`src/rtl/alu_arbiter.sv`:
```
// rtl/alu_arbiter.sv - round-robin sharing of the datapath ALU between two requesters
module alu_arbiter #(
    parameter int DATA_W      = 32,
    parameter int EXEC_CYCLES = 1
) (
    input  logic              clk,
    input  logic              rst,
    input  logic              req0,
    input  logic              req1,
    input  logic [2:0]        aluop0,
    input  logic [2:0]        aluop1,
    input  logic [5:0]        funct0,
    input  logic [5:0]        funct1,
    input  logic [DATA_W-1:0] a0,
    input  logic [DATA_W-1:0] b0,
    input  logic [DATA_W-1:0] a1,
    input  logic [DATA_W-1:0] b1,
    output logic              gnt0,
    output logic              gnt1,
    output logic              rsp_valid0,
    output logic              rsp_valid1,
    input  logic              rsp_ready0,
    input  logic              rsp_ready1,
    output logic [DATA_W-1:0] rsp_result,
    output logic              rsp_zero,
    output logic [2:0]        alu_aluop,
    output logic [5:0]        alu_funct,
    output logic [DATA_W-1:0] alu_a,
    output logic [DATA_W-1:0] alu_b,
    input  logic [DATA_W-1:0] alu_result,
    input  logic              alu_zero,
    output logic              busy
);

    typedef enum logic [1:0] {S_IDLE, S_EXEC, S_RESP} state_t;

    localparam logic [3:0] CNT_INIT = 4'(EXEC_CYCLES - 1);

    state_t     state, state_nx;
    logic       prio;
    logic       owner;
    logic [3:0] cnt;
    logic       grant_any;
    logic       grant_sel;
    logic       owner_ready;

    assign owner_ready = owner ? rsp_ready1 : rsp_ready0;

    // Grants are suppressed while reset is held so every output reads 0 during reset.
    always_comb begin
        state_nx  = state;
        grant_any = 1'b0;
        grant_sel = 1'b0;
        case (state)
            S_IDLE: begin
                if (!rst && (req0 || req1)) begin
                    grant_any = 1'b1;
                    grant_sel = (req0 && req1) ? prio : req1;
                    state_nx  = S_EXEC;
                end
            end
            S_EXEC: begin
                if (cnt == 4'd0) begin
                    state_nx = S_RESP;
                end
            end
            S_RESP: begin
                if (owner_ready) begin
                    state_nx = S_IDLE;
                end
            end
            default: state_nx = S_IDLE;
        endcase
    end

    assign gnt0       = grant_any && !grant_sel;
    assign gnt1       = grant_any && grant_sel;
    assign rsp_valid0 = (state == S_RESP) && !owner;
    assign rsp_valid1 = (state == S_RESP) && owner;
    assign busy       = (state != S_IDLE);

    always_ff @(posedge clk or posedge rst) begin
        if (rst) begin
            state      <= S_IDLE;
            prio       <= 1'b0;
            owner      <= 1'b0;
            cnt        <= 4'd0;
            alu_aluop  <= 3'd0;
            alu_funct  <= 6'd0;
            alu_a      <= '0;
            alu_b      <= '0;
            rsp_result <= '0;
            rsp_zero   <= 1'b0;
        end else begin
            state <= state_nx;
            case (state)
                S_IDLE: begin
                    if (grant_any) begin
                        owner     <= grant_sel;
                        cnt       <= CNT_INIT;
                        alu_aluop <= grant_sel ? aluop1 : aluop0;
                        alu_funct <= grant_sel ? funct1 : funct0;
                        alu_a     <= grant_sel ? a1 : a0;
                        alu_b     <= grant_sel ? b1 : b0;
                    end
                end
                S_EXEC: begin
                    if (cnt != 4'd0) begin
                        cnt <= cnt - 4'd1;
                    end else begin
                        rsp_result <= alu_result;
                        rsp_zero   <= alu_zero;
                    end
                end
                S_RESP: begin
                    // Pointer moves only at completion: the last winner yields the next contest.
                    if (owner_ready) begin
                        prio <= ~owner;
                    end
                end
                default: ;
            endcase
        end
    end

endmodule

```
`config.mk`:
```
export PLATFORM = sky130hd
export DESIGN_NAME = alu_arbiter
export DESIGN_NICKNAME = d
export VERILOG_FILES = /design/src/rtl/alu_arbiter.sv
export SDC_FILE = /design/constraint.sdc
export NUM_CORES = 1
export LEC_CHECK = 0
export CAP_MARGIN = 10
export CORE_UTILIZATION = 30
export CTS_BUF_LIST = sky130_fd_sc_hd__clkbuf_8
export CTS_CLUSTER_DIAMETER = 30
export DETAILED_ROUTE_END_ITERATION = 12
export HOLD_SLACK_MARGIN = 0.15
export PLACE_DENSITY = 0.66
export SYNTH_ARGS = -nofsm -noshare
export SYNTH_HDL_FRONTEND = slang
export SYNTH_SLANG_ARGS = --single-unit
```
`constraint.sdc`:
```
create_clock -name clk -period 6.85 [get_ports clk]
set_input_delay 1.0275 -clock clk [delete_from_list [all_inputs] [get_ports clk]]
set_output_delay 1.0275 -clock clk [all_outputs]
set_load 0.03 [all_outputs]
```
==> out/metrics.sh, run 1 <==
YS_TYPES=33
SYNTH_TOP_AREA_CELL='dfrtp_1'
MAPPEDNETLISTAREA_SQ_MM=0.005074
CTS_BUFFER_DEPTH=2
TIMING.HOLD.WS_NS=0.4992
CLKTRANSATPATHREGS_NS=0.07
BOUNDARY_PIN_COUNT=296
TIMING.FINAL.SETUP_VIOLATIONS=0
ANTENNA_VIOLATING_NETS_POST_ROUTE=0
SYNTH_TOP_AREA_SHARE_PCT=56.23
SYNTH-EDFF-COUNT=0
CTS.SINKS=114
SYN_AVG_CELL_AREA_SQ_UM=13.79
TOTAL_CTS_BUFFERS=17
CTSROOTBUFFERMASTER='clkbuf_8'
MIN_PERIOD_OVER_PERIOD_PCT=63.03
CATEGORY_OF_THE_WORST_SETUP_PATH_CAPTURE_POINT='output pin'
POST_CTS_BUFFERS=0
SWITCHINGPOWER_mW=1.608
SYNTH-SEQ-CELLS=114
CTS_TREE='yes'
FIN_CELLS=884
AVGROUTEDWIREPERCELL_UM=19.07
POST-SYNTH-TOP-COUNT-CELL='dfrtp_1'
VIA_PER_INST=5.156
POST_DETAILED_ROUTE_DRC_MARKER_COUNT=0
PWR-SHARE-CLK_PCT=18.0
PLACED_CELLS=852
TRACK_USAGE_PCT=19.94
AREA_INSIDE_THE_CORE_BOUNDARY_SQ_MM=0.01652
SYNTHESIS.YOSYS.WARNINGS=0
SYNTH.NET_COUNT=554
DRIVE_GT1_SHARE_PCT=11.90
POST_CTS_RESIZE_COUNT=0
H-TREE-DEPTH=4
IR_DROP_mV=0.2571
ANTENNADIODECOUNT=0
SYN_TO_FINAL_GROWTH_PCT=69.52
PLACE_AREA_SQ_MM=0.008132
DETAILEDPLACEMENTHPWL_UM=11510
FINALCLOCKSKEW_NS=0.009006
FINAL_STANDARD_CELL_AREA_WITHOUT_FILLERS_SQ_MM=0.008601
MIN-DELAY-PATH-CLASS='flip-flop to flip-flop'
BUFFER_PORTS.INSERTED=295
SYNTH_CELLS=368
WORST-PATH-MAX-FANOUT=79
SHARE_SEQ_OF_TOTAL_POWER_PCT=28.8
GRT_PASS1_WL_UM=27030
DIE-HEIGHT_UM=132.0
FINAL.SETUP.TNS_NS=0
INITIAL_ANTENNA_VIOLATION_COUNT=0
VIAS=4558
SYNTH_TOP_CELLS_BY_COUNT='dfrtp_1, a221o_1, a21boi_0'
HOLD_BUFFERS=0
LEAKAGE_nW=3.598
INTERNAL_POWER_mW=2.517
SETUP_REPAIR_AFTER_GLOBAL_ROUTING_MISSED_ITS_MARGIN='no'
VIA_COUNT_OF_THE_FIRST_GLOBAL_ROUTING_PASS=4970
KIND_OF_CRITICAL_PATH='input port to output pin'
POSTSYNTH.ASYNCRESETSHARE_PCT=100.0
SYNTHTOPCELLSBYAREA='dfrtp_1, a221o_1, a21boi_0'
FINAL.MIN_CLOCK_PERIOD_NS=4.318
CRIT_ARRIVAL_NS=3.29
YOSYS_MOST_USED_DFF='dfrtp_1'
GLOBALPLACE.CONGESTION=0.8026
GRT_START_MAX_NET_PINS=80
POWER.SWITCHING_FRACTION_PCT=38.98
POWERDENSITY_mW_PER_MM2=479.7
TIMING.MAX_SLEW.REL_SLACK_PCT=31.07
NUM-NETS-FINAL=837
MAX_CLOCK_FREQ_MHz=231.6
WORST_EP_REQUIRED_TIME_NS=5.82
CRITPATHLAUNCHTYPE='input port'
TRANSITION_AT_THE_PIN_WITH_THE_SMALLEST_MAX_TRANSITION_SLACK_NS=1.034
DRV_SLEW=0
ROWS=47
FRACTION_OF_THE_YOSYS_AREA_TAKEN_BY_SEQUENTIAL_CELLS_PCT=56.23
POWER_mW=4.126
CLOCK_LATENCY_NS=0.43
DR.FIRST_ITER.DRC_COUNT=194
DIEAREA_SQ_MM=0.01744
TIMING.FINAL.HOLD_VIOLATIONS=0
OUTCOME='finished clean'
DETAILEDROUTE.FIRSTPASSITERATIONCOUNT=4
FLOORPLAN.INITIALDENSITY_PCT=30.70
POWER_FRAC_COMB_PCT=53.2
MAX_CAP_VIOLATIONS=0
DIEWIDTH_UM=132.0
GRT.OVERFLOW.TOTAL=0
WIRELENGTH_UM=16860
==> through the flow <==
stage / setup WS, ns / utilization, %
after floorplan: 2.807 / -
after global placement: 2.531 / 49.21
after detailed placement: 2.505 / 49.21
after CTS: 2.504 / 52.05
after global routing: 2.408 / 52.05
final: 2.532 / 52.05
==> path summary, 6_finish.rpt <==
kind	from	end	slack, ns	cells past startpoint
min in group asynchronous	rst	alu_b[3]	1.10	2
setup / recovery	rst	gnt0	2.53	5
setup reg to reg	state[0]	alu_b[24]	4.15	5
max in group asynchronous	rst	rsp_result[28]	4.45	3
hold reg to reg	cnt[0]	cnt[0]	0.50	1
hold / removal	cnt[0]	cnt[0]	0.50	1
==> sequential cells by signal, indices dropped and copies added (netlist names) <==
signal,cells
prio,1
cnt,4
owner,1
alu_funct,6
rsp_zero,1
alu_aluop,3
state,2
alu_a,32
rsp_result,32
alu_b,32
==> cell families after synthesis <==
logic type      synth area share, %
compound gates                26.46
flops                         56.23
buf+inv                       4.710
mux                           9.864
simple gates                  2.491
fa+ha+maj                    0.2466
==> power by group through the flow <==
stage	Combinational, mW	Sequential (mW)	Clock (mW)
after floorplan	0.747	1.77	0
after global placement	2.17	1.18	0
after detailed placement	2.20	1.19	0
after CTS	2.21	1.19	0.759
after global routing	2.31	1.23	0.790
final	2.19	1.19	0.741
==> routing by layer <==
layer / global-route usage (%) / vias to the layer above / share of wire (%)
li1: - / 2003 / -
met1: 23.05 / 2278 / 40
met2: 32.98 / 243 / 48
met3: 6.882 / 34 / 8.6
met4: 9.755 / 0 / 3.0
met5: 0 / - / 0
==> critical path, stage by stage <==
cell	delay (ns)
clkdlybuf4s50_1	0.49
nor3_4	0.14
buf_4	0.60
and3_2	0.33
clkdlybuf4s50_1	0.67
==> cell usage in the layout (no fill, tap or decap) <==
master,n
mux2i_1,2
mux2_2,4
dfrtp_1,114
or2b_1,2
a221o_1,73
and3_2,3
clkinv_2,2
nor3b_1,1
nand2b_1,1
nand2_1,1
a21boi_1,2
a21boi_0,71
a31oi_1,1
o21ai_0,4
clkinv_4,2
nand3b_1,1
nor2b_1,1
o2bb2ai_1,1
buf_4,5
o22ai_1,1
nor2_1,3
a22oi_1,1
bufinv_16,5
ha_1,1
mux2_4,29
clkbuf_8,19
or2_2,3
or4_1,1
inv_1,4
a21oi_1,3
or3_1,1
clkdlybuf4s50_1,295
nor3_4,1
or3_2,1
clkinvlp_4,4
inv_4,1
==> cell type report <==
class | count | area [sq um]
Clock buffer | 19 | 261.5
Inverter | 5 | 21.27
Clock inverter | 13 | 207.7
Sequential cell | 114 | 2853
Timing Repair Buffer | 300 | 2990
Tap cell | 220 | 275.3
Fill cell | 1409 | 7924
Multi-Input combinational cell | 213 | 1992
Note: power is estimated with default switching activity, not from simulation.
==> run 2, diff against run 1 <==
- clock period: 6.85 -> 4.4 ns (I/O delays scaled with it)
==> run 2 against run 1 <==
Final cell count rose by 0.11%. Wire length fell by 4.2%. Core utilization fell by 0.39 points. Sequential cell count did not move. Combinational power rose by 55%. Critical path type unchanged. Critical endpoint unchanged. Highest routed layer unchanged.
==> out/metrics.sh, run 2 (same netlist as run 1, synthesis figures left out) <==
HIGHEST_CELL_DELAY_ON_THE_WORST_TIMING_PATH_NS=0.67  # about the same
CTSROOTBUFFERMASTER='clkbuf_8'
MAX_CAP_VIOLATIONS=0  # unchanged
CLOCK_LATENCY_NS=0.42  # about the same
ANTENNA_VIOLATING_NETS_POST_ROUTE=0  # unchanged
DIE-HEIGHT_UM=132.0  # unchanged
CTS_TREE='yes'
CTS_BUFFER_DEPTH=2  # unchanged
TIMING.FINAL.SETUP_VIOLATIONS=0  # unchanged
KIND_OF_CRITICAL_PATH='input port to output pin'
DRIVE_GT1_SHARE_PCT=11.88  # -0.018 points
LAYOUT_TOP_REGISTERS='alu_a (32), alu_b (32), rsp_result (32)'
CRITPATHLAUNCHTYPE='input port'
LEAKAGE_nW=3.578  # -0.55%
INITIAL_ANTENNA_VIOLATION_COUNT=0  # unchanged
SYN_TO_FINAL_GROWTH_PCT=68.26
CLKTRANSATPATHREGS_NS=0.07  # about the same
FINAL_CELL_MIX='clkdlybuf4s50_1, dfrtp_1, a221o_1'
AREA_INSIDE_THE_CORE_BOUNDARY_SQ_MM=0.01652  # unchanged
HOLD_PATH_STARTPOINT='cnt[0]'
CRIT_PATH_CELL_TRACE='clkdlybuf4s50_1, nor3_4, and3_2, clkdlybuf4s50_1'
POWER_mW=6.228  # +51%
RRSETUPSLACK_NS=2.18  # -1.97 ns
OUTCOME='finished clean'
WORST-PATH-MAX-FANOUT=3  # -96%
MAX_CLOCK_FREQ_MHz=344.9
FINAL.MIN_CLOCK_PERIOD_NS=2.899
DETAILEDROUTE.FIRSTPASSITERATIONCOUNT=5  # +1
BUFFER_PORTS.INSERTED=295  # unchanged
FINALCLOCKSKEW_NS=0.01291  # +0.003905 ns
TRACK_USAGE_PCT=18.86  # -1.1 points
VIAS=4426  # -2.9%
POWERDENSITY_mW_PER_MM2=729.5  # +52%
VIA_PER_INST=5.001  # -3.0%
GRT_PASS1_WL_UM=25360  # -6.2%
CP_COMMON_CELL='clkdlybuf4s50_1'
POST_DETAILED_ROUTE_DRC_MARKER_COUNT=0  # unchanged
NUM-NETS-FINAL=838  # +0.12%
LAYOUT.CELLS.MOST_COMMON='clkdlybuf4s50_1'
H-TREE-DEPTH=4  # unchanged
CTS.SINKS=114  # unchanged
WORST_R2R_ENDPOINT='rsp_result[13]'
DIEWIDTH_UM=132.0  # unchanged
IR_DROP_mV=0.3753  # +46%
MIN-DELAY-PATH-CLASS='flip-flop to flip-flop'
WORST_EP_REQUIRED_TIME_NS=3.74  # -2.08 ns
DRV_SLEW=0  # unchanged
WORST_PATH_DOMINANT_CELL_FAMILY='buffers and inverters'
WORST-PATH-STAGES=4  # -1
DIEAREA_SQ_MM=0.01744  # unchanged
VIA_COUNT_OF_THE_FIRST_GLOBAL_ROUTING_PASS=4701  # -5.4%
CPMAXSTAGEDELAYCELL='clkdlybuf4s50_1'
POST_CTS_RESIZE_COUNT=0  # unchanged
GRT_START_MAX_NET_PINS=82  # +2.5%
DETAILEDPLACEMENTHPWL_UM=11020  # -4.3%
SETUP_REPAIR_AFTER_GLOBAL_ROUTING_MISSED_ITS_MARGIN='no'
BOUNDARY_PIN_COUNT=296  # unchanged
WORSTREG2REGSTART='cnt[0]'
DR.FIRST_ITER.DRC_COUNT=195  # +0.52%
TOTAL_CTS_BUFFERS=17  # unchanged
GRT.OVERFLOW.TOTAL=0  # unchanged
FLOORPLAN.INITIALDENSITY_PCT=30.70  # unchanged
HOLD_BUFFERS=0  # unchanged
TIMING.REG2REG.WORST_PATH_DEPTH=5  # unchanged
CRIT_ARRIVAL_NS=2.24  # -1.05 ns
HOLD_END='cnt[0]'
AVGROUTEDWIREPERCELL_UM=18.25  # -4.3%
CATEGORY_OF_THE_WORST_SETUP_PATH_CAPTURE_POINT='output pin'
WIRELENGTH_UM=16150  # -4.2%
POST_CTS_BUFFERS=0  # unchanged
HOLD_PATH_DEPTH=1  # unchanged
MIN_PERIOD_OVER_PERIOD_PCT=65.90
ROWS=47  # unchanged
ANTENNADIODECOUNT=0  # unchanged
TRANSITION_AT_THE_PIN_WITH_THE_SMALLEST_MAX_TRANSITION_SLACK_NS=1.032  # -0.001606 ns
TIMING.MAX_SLEW.REL_SLACK_PCT=31.18  # +0.11 points
TIMING.FINAL.HOLD_VIOLATIONS=0  # unchanged
GLOBALPLACE.CONGESTION=0.8305  # +3.5%
CP_NUM_BUF_INV=2  # -1
FINAL.SETUP.TNS_NS=0  # unchanged
## run 2: cell types whose count changed in the layout (fill, tap and decap cells not counted), sizes merged
cell,change
buf,+1
bufinv,-3
clkinv,+2
clkinvlp,-1
inv,+2
## run 2: layout make-up
class	count	area (sq um)
Clock buffer	19	261.5
Clock inverter	13	136.4
Fill cell	1401	7988
Inverter	5	21.27
Multi-Input combinational cell	213	1992
Sequential cell	114	2853
Tap cell	220	275.3
Timing Repair Buffer	301	2998
## run 2: power breakdown
| part | leakage [nW] | internal [mW] | switching, mW | total [mW] |
|---|---|---|---|---|
| logic | 1.99 | 1.66 | 1.73 | 3.40 |
| clock network | 0.199 | 0.532 | 0.454 | 0.986 |
| registers | 1.39 | 1.55 | 0.292 | 1.84 |
| total | 3.58 | 3.75 | 2.48 | 6.23 |
## run 2: metal layers
layer  global-route usage (%)  part of all wire, %  vias up
li1                         -                    -     2012
met1                    22.08                   41     2163
met2                    31.39                   48      226
met3                    6.920                  8.6       25
met4                    7.364                  2.0        0
met5                        0                    0        -
## run 2: worst reg2reg max path, stage by stage, from the launching register on
cell      delay [ns]
dfrtp_1         0.40
inv_1           0.07
ha_1            0.17
nand3b_1        0.11
or3_2           0.87
mux2_4          0.47
## run 2: worst max-delay path by stage
| stage | startpoint | endpoint | slack [ns] |
|---|---|---|---|
| after floorplan | rst | alu_a[0] | 0.72 |
| after global placement | rst | gnt0 | 1.51 |
| after detailed placement | req0 | alu_b[4] | 1.49 |
| after CTS | rst | gnt0 | 1.50 |
| after global routing | rst | gnt0 | 1.45 |
| final | rst | gnt0 | 1.50 |
## run 2: stage by stage
step	utilization, %	std cells	hold slack [ns]	area, sq um	worst slack [ns]
after floorplan	-	368	0.4654	5074	0.7243
after global placement	49.25	853	0.4811	8139	1.508
after detailed placement	49.25	853	0.4906	8139	1.491
after CTS	51.66	885	0.5077	8537	1.498
after global routing	51.66	885	0.5166	8537	1.453
final	51.66	885	0.5049	8537	1.501
